$ cat src/rtl/page_qin_multi.sv
// rtl/page_qin_multi.sv - bank of NCH independent FWFT stream FIFOs with slack back-pressure
// Each channel: circular buffer, occupancy/eos counters, sticky overflow, sync flush.
module page_qin_multi #(
  parameter int NCH   = 2,
  parameter int DW    = 8,
  parameter int DEPTH = 16,
  parameter int AW    = 4,
  parameter int SLACK = 0
) (
  input  logic                  clock,
  input  logic                  reset,
  input  logic [NCH*DW-1:0]     qin_d,
  input  logic [NCH-1:0]        qin_e,
  input  logic [NCH-1:0]        qin_v,
  output logic [NCH-1:0]        qin_b,
  output logic [NCH*DW-1:0]     qout_d,
  output logic [NCH-1:0]        qout_e,
  output logic [NCH-1:0]        qout_v,
  input  logic [NCH-1:0]        qout_b,
  input  logic [NCH-1:0]        clear,
  output logic [NCH*(AW+1)-1:0] count,
  output logic [NCH*(AW+1)-1:0] eos_pend,
  output logic [NCH-1:0]        overflow
);

  localparam logic [AW:0] DEPTH_W = (AW+1)'(DEPTH);
  localparam logic [AW:0] SLACK_W = (AW+1)'(SLACK);

  for (genvar c = 0; c < NCH; c++) begin : g_ch
    logic [DW:0]   mem_q [DEPTH];
    logic [AW-1:0] rptr_q, rptr_d, wptr_q, wptr_d;
    logic [AW:0]   count_q, count_d, eos_q, eos_d;
    logic          ovf_q, ovf_d;
    logic          full, rd, wr, wr_mem, head_e;
    logic [AW:0]   free;

    always_comb begin
      full   = (count_q == DEPTH_W);
      head_e = mem_q[rptr_q][0];
      rd     = (count_q != '0) && !qout_b[c];
      // A read in the same cycle frees the slot, so a full queue still accepts.
      wr     = qin_v[c] && (!full || rd);
      wr_mem = wr && !clear[c] && !reset;
      rptr_d = rptr_q + AW'(rd);
      wptr_d = wptr_q + AW'(wr);
      count_d = count_q + (AW+1)'(wr) - (AW+1)'(rd);
      eos_d   = eos_q + (AW+1)'(wr && qin_e[c]) - (AW+1)'(rd && head_e);
      ovf_d   = ovf_q || (qin_v[c] && full && !rd);
      if (clear[c]) begin
        rptr_d  = '0;
        wptr_d  = '0;
        count_d = '0;
        eos_d   = '0;
        ovf_d   = 1'b0;
      end
    end

    always_ff @(posedge clock) begin
      if (reset) begin
        rptr_q  <= '0;
        wptr_q  <= '0;
        count_q <= '0;
        eos_q   <= '0;
        ovf_q   <= 1'b0;
      end else begin
        rptr_q  <= rptr_d;
        wptr_q  <= wptr_d;
        count_q <= count_d;
        eos_q   <= eos_d;
        ovf_q   <= ovf_d;
      end
    end

    always_ff @(posedge clock) begin
      if (wr_mem) mem_q[wptr_q] <= {qin_d[c*DW +: DW], qin_e[c]};
    end

    assign free                      = DEPTH_W - count_q;
    assign qin_b[c]                  = (free <= SLACK_W);
    assign qout_v[c]                 = (count_q != '0);
    assign qout_d[c*DW +: DW]        = mem_q[rptr_q][DW:1];
    assign qout_e[c]                 = head_e;
    assign count[c*(AW+1) +: AW+1]   = count_q;
    assign eos_pend[c*(AW+1) +: AW+1] = eos_q;
    assign overflow[c]               = ovf_q;
  end

endmodule
$ cat config.mk
export PLATFORM = sky130hd
export DESIGN_NAME = page_qin_multi
export DESIGN_NICKNAME = d
export VERILOG_FILES = /design/src/rtl/page_qin_multi.sv
export SDC_FILE = /design/constraint.sdc
export NUM_CORES = 1
export LEC_CHECK = 0
export ABC_AREA = 1
export CORE_UTILIZATION = 45
export DETAILED_ROUTE_END_ITERATION = 7
export SYNTH_ARGS = -nofsm -noshare
export SYNTH_HDL_FRONTEND = slang
export SYNTH_SLANG_ARGS = --single-unit
$ cat constraint.sdc
create_clock -name clock -period 5.2 [get_ports clock]
set_input_delay 0.78 -clock clock [delete_from_list [all_inputs] [get_ports clock]]
set_output_delay 0.78 -clock clock [all_outputs]
set_load 0.1 [all_outputs]
-- Word-level counts from Yosys, hierarchy flattened
Memories as Yosys holds them, arrays and structs flattened. A register that Yosys moved wholly into a read port is not among the register bits.
Index checks and enable logic that the tools add are counted.
- bits in registers: 38
- memory bits (writable): 288
- output and inout port bits: 44
- memories kept: 2
- memories (name ; words ; width ; read ports ; clocked after Yosys merged registers in ; write ports ; line ; text):
    g_ch[0].mem_q ; 16 ; 9 ; 1 ; 1 ; 1 ; 30 ; logic [DW:0] mem_q [DEPTH];
    g_ch[1].mem_q ; 16 ; 9 ; 1 ; 1 ; 1 ; 30 ;
- add/sub/neg operators: 14
- $lt $le $gt $ge: 2
- equality and inequality tests: 2
- multiplexer cells: 6
- reductions and logical operators: 33
- operators by type and width (cell ; number):
    $add A5 B1 Y5 ; 4
    $sub A5 B1 Y5 ; 4
    $add A4 B1 Y4 ; 4
    $logic_and A1 B1 Y1 ; 16
    $eq A5 B5 Y1 const B ; 2
    $le A5 B1 Y1 const B ; 2
    $reduce_bool A5 Y1 ; 2
    $sub A5 B5 Y5 const A ; 2
    $logic_not A1 Y1 ; 9
    $mux W4 ; 2
    $logic_or A1 B1 Y1 ; 4
    $mux W1 ; 4
    $reduce_or A2 Y1 ; 2

-- Longest topological paths before layout
- depth in word-level cells: 8
- gate-level depth with buffers: 20
- depth with buffers taken out: 20

-- Worst setup path after synthesis
Ideal clock, no wire load.
- path type: register -> register
- start: register g_ch[0].count_q[2]
- end: register g_ch[0].eos_q[4]
- arrival time: 4152 ps
- data required time: 5078 ps
- setup slack: 926 ps
- stages on the path, launching flop included: 21
- clock period less this slack: 4274 ps
- path through: dfxtp_1 > inv_1 > ha_1 > inv_1 > nor2_1 > ha_1 > inv_1 > nand2_1 > nand2_1 > nand2_1 > inv_1 > nand2_1 > ha_1 > inv_1 > ha_1 > inv_1 > fa_1 > o21bai_1 > a21oi_1 > o21ai_0 > a21oi_1
- cells in the longest elaborated chain, start to end: 7
- ends and longest elaborated chain (item ; line ; text):
    start, declared ; 32 ; logic [AW:0] count_q, count_d, eos_q, eos_d;
    start signal, assigned ; 68 ; count_q <= count_d;
    $reduce_bool A5 Y1 (*) ; - ;
    net qout_v[0] ; 18 ; output logic [NCH-1:0] qout_v,
    $logic_and A1 B1 Y1 (*) ; 40 ; rd = (count_q != '0) && !qout_b[c];
    $logic_or A1 B1 Y1 ; 42 ; wr = qin_v[c] && (!full || rd);
    $logic_and A1 B1 Y1 ; 42 ;
    $logic_and A1 B1 Y1 ; 47 ; eos_d = eos_q + (AW+1)'(wr && qin_e[c]) - (AW+1)'(rd && head_e);
    $add A5 B1 Y5 ; 47 ;
    $sub A5 B1 Y5 (*) ; 47 ;
    end signal, assigned ; 69 ; eos_q <= eos_d;
    end, declared ; 32 ;
Mark *: on every way through the listed nets, which the timed path passes. The rest lies on a longest branch.
A chain may end at the register's enable or synchronous reset.

==> results.sh <==
export IMPL_hold_path_class="register to register"
export IMPL_yosysSeqAreaShare_pct=67.9
export IMPL_syn_instance_count=1192
export IMPL_initial_core_util_pct=46.3
export IMPL_ant_nets=0
export IMPL_timing_reg2reg_setup_slack_ns=1.54
export IMPL_cts_tree="yes"
export IMPL_cts_setup_buffers=0
export IMPL_drt_initial_drc_count=758
export IMPL_finalMaxSlewViolations=0
export IMPL_drive_gt1_share_pct=8.24
export IMPL_clock_latency_ns=0.52
export IMPL_die_height_um=178
export IMPL_timing_final_ws_setup_ns=0.675
export IMPL_numPortBuffers=69
export IMPL_preCtsSetupSlack_ns=1.21
export IMPL_gp_congestion=0.806
export IMPL_cp_max_fo=56
export IMPL_routedWlPerCell_um=18.4
export IMPL_avgViaCountPerCell=5.32
export IMPL_dieArea_um2=31500
export IMPL_syn_nets=1255
export IMPL_max_slew_margin_rel_pct=23.3
export IMPL_syn_area_um2=13900
export IMPL_overflow=0
export IMPL_endpoint_kind="output port"
export IMPL_pwr_share_clk_pct=36.0
export IMPL_yosysWarnings=0
export IMPL_num_antenna_cells=0
export IMPL_p_seq_share_pct=44.3
export IMPL_antenna_found_initial=0
export IMPL_cts_clk_slew_worst_paths_ns=0.06
export IMPL_setup_viol=0
export IMPL_syn_to_final_growth_pct=14.9
export IMPL_coreArea_um2=30000
export IMPL_ios=70
export IMPL_cts_sinks=326
export IMPL_std_cell_rows=63
export IMPL_fin_crit_sh_pct=87.0
export IMPL_path_class="register to output port"
export IMPL_startpoint="g_ch[1].rptr_q[0]"
export IMPL_power_internal_w=0.00463
export IMPL_holdBufCountCts=0
export IMPL_fmax_mhz=221
export IMPL_grt_max_degree=57
export IMPL_status="completed"
export IMPL_p_sw_share_pct=30.4
export IMPL_power_combinational_fraction_pct=19.7
export IMPL_drc=0
export IMPL_dieWidth_um=178
export IMPL_p_leak_nw=5.57
export IMPL_numCtsBuffers=36
export IMPL_grtUsageTotal_pct=20.0
export IMPL_dpl_hpwl_um=18500
export IMPL_peakVddDrop_mv=0.298
export IMPL_cts_repair_resized=0
export IMPL_arrival_ns=3.75
export IMPL_rsz0062_at_grt="no"
export IMPL_max_cap_viol_count=0
export IMPL_final_min_clock_period_ns=4.53
export IMPL_nets=1322
export IMPL_clock_root_buffer="clkbuf_16"
export IMPL_finalHoldViolations=0
export IMPL_wirelength_um=30900
export IMPL_htree_levels=2
export IMPL_vias=8919
export IMPL_grt_pass1_vias=8471
export IMPL_skew_ns=0.0278
export IMPL_synthDistinctLibCells=34
export IMPL_synth_avg_cell_area_um2=11.6
export IMPL_tns_ns=0
export IMPL_first_pass_iters=5
export IMPL_pwr_density_cell_nw_per_um2=417
export IMPL_min_from="g_ch[1].ovf_q"
export IMPL_p_sw_w=0.00202
export IMPL_tightest_slew_ns=1.15
export IMPL_regToRegStartpoint="g_ch[1].rptr_q[0]"
export IMPL_synth_ff_latch_count=326
export IMPL_grt_pass1_wl_um=48000
export IMPL_crit_required_ns=4.42
export IMPL_setup_worst_path_start_class="register"
export IMPL_cts_path_max_buffers=3
-- stage by stage --
| step | cells | utilization [%] | hold WS [ns] | area (um^2) | total power, W |
|---|---|---|---|---|---|
| floorplan | 1192 | - | 0.438 | 13900 | 0.00402 |
| global placement | 1611 | 49.5 | 0.466 | 14800 | 0.00430 |
| detailed placement | 1611 | 49.5 | 0.465 | 14800 | 0.00432 |
| CTS | 1676 | 53.2 | 0.490 | 15900 | 0.00670 |
| global route | 1676 | 53.2 | 0.531 | 15900 | 0.00691 |
| finish | 1676 | 53.2 | 0.479 | 15900 | 0.00665 |
-- cell usage in the layout, fill, tap and decap left out, types with 34 or more instances in the layout --
master           netlist  routed
a21oi_1               54      54
clkbuf_16              0      38
clkdlybuf4s50_1        0      57
dfxtp_1               38      34
edfxtp_1             288     288
inv_1                117     117
nand2_1               91      91
nand3_1               58      58
nor2_1               188     188
o211ai_1              63      63
o21ai_0              113     113
-- layout make-up --
| type | instances | area (um^2) |
|---|---|---|
| Inverter | 124 | 465 |
| Fill cell | 2576 | 14000 |
| Clock buffer | 52 | 1010 |
| Clock inverter | 13 | 97.6 |
| Timing Repair Buffer | 90 | 831 |
| Sequential cell | 326 | 9410 |
| Multi-Input combinational cell | 681 | 3620 |
| Tap cell | 390 | 488 |
-- Yosys cell counts --
cell type	number	area, um^2
fa_1	4	80.1
inv_2	3	11.3
xnor2_1	6	52.6
nor3_1	8	40.0
xor2_1	4	35.0
o21bai_1	1	7.51
nor3b_1	1	7.51
ha_1	33	413
nor2_2	9	56.3
nand4_1	2	12.5
dfxtp_1	38	761
o21ai_2	2	17.5
clkbuf_1	22	82.6
inv_1	117	439
o211ai_2	1	12.5
buf_2	18	90.1
nand2_2	4	25.0
buf_6	9	101
a31oi_1	3	18.8
clkinv_1	4	15.0
a21oi_1	54	270
o21ai_1	31	155
a21oi_2	1	8.76
nand2_1	91	342
edfxtp_1	288	8650
buf_4	10	75.1
nor2_1	188	706
o21ai_0	113	566
buf_8	1	15.0
nand3_1	58	290
o31ai_1	2	15.0
clkbuf_2	1	5.00
nand3_2	2	20.0
o211ai_1	63	473
-- sequential cells by signal, summed over array words and instances, names as in the netlist --
register	flops
g_ch.count_q	10
g_ch.eos_q	10
g_ch.mem_q	288
g_ch.ovf_q	2
g_ch.rptr_q	8
g_ch.wptr_q	8
-- per-layer routing --
layer	track usage, %	vias up	wire length, um	share of wire, %
met4	5.20	0	498	1.6
met2	30.5	281	13900	45
li1	-	4298	-	-
met5	0	-	0	0
met3	3.88	44	2210	7.2
met1	29.1	4296	14300	46
-- final timing paths --
path,endpoint,cells past startpoint
worst max-delay path,qout_d[10],6
worst min-delay path,g_ch[1].ovf_q,2
worst max register to register,g_ch[1].eos_q[4],15
worst min register to register,g_ch[1].ovf_q,2
-- worst max-delay path, cell delays in order (launching register included) --
cell,delay (ns)
dfxtp_2,0.56
inv_2,0.89
o21ai_0,0.18
o211ai_1,0.21
nand3_1,0.10
nand2_1,0.12
clkdlybuf4s50_1,1.14
-- power groups by stage --
stage / clock network [W] / registers, W / logic [W]
after floorplan: 0 / 0.00318 / 0.000847
after global placement: 0 / 0.00300 / 0.00130
after detailed placement: 0 / 0.00300 / 0.00132
after CTS: 0.00244 / 0.00295 / 0.00132
after global routing: 0.00254 / 0.00295 / 0.00142
final: 0.00239 / 0.00295 / 0.00131
-- cell families (layout without fill, tap and decap cells) --
family,Yosys count,in the layout,share of synthesized area (%)
adder cells (fa/ha/maj),37,37,3.56
flip-flops,326,326,67.9
AO/OA/AOI/OAI,271,271,11.1
buffers and inverters,185,279,6.02
XOR/XNOR,10,10,0.632
AND/OR/NAND/NOR,363,363,10.8
(Power assumes the default switching activity.)
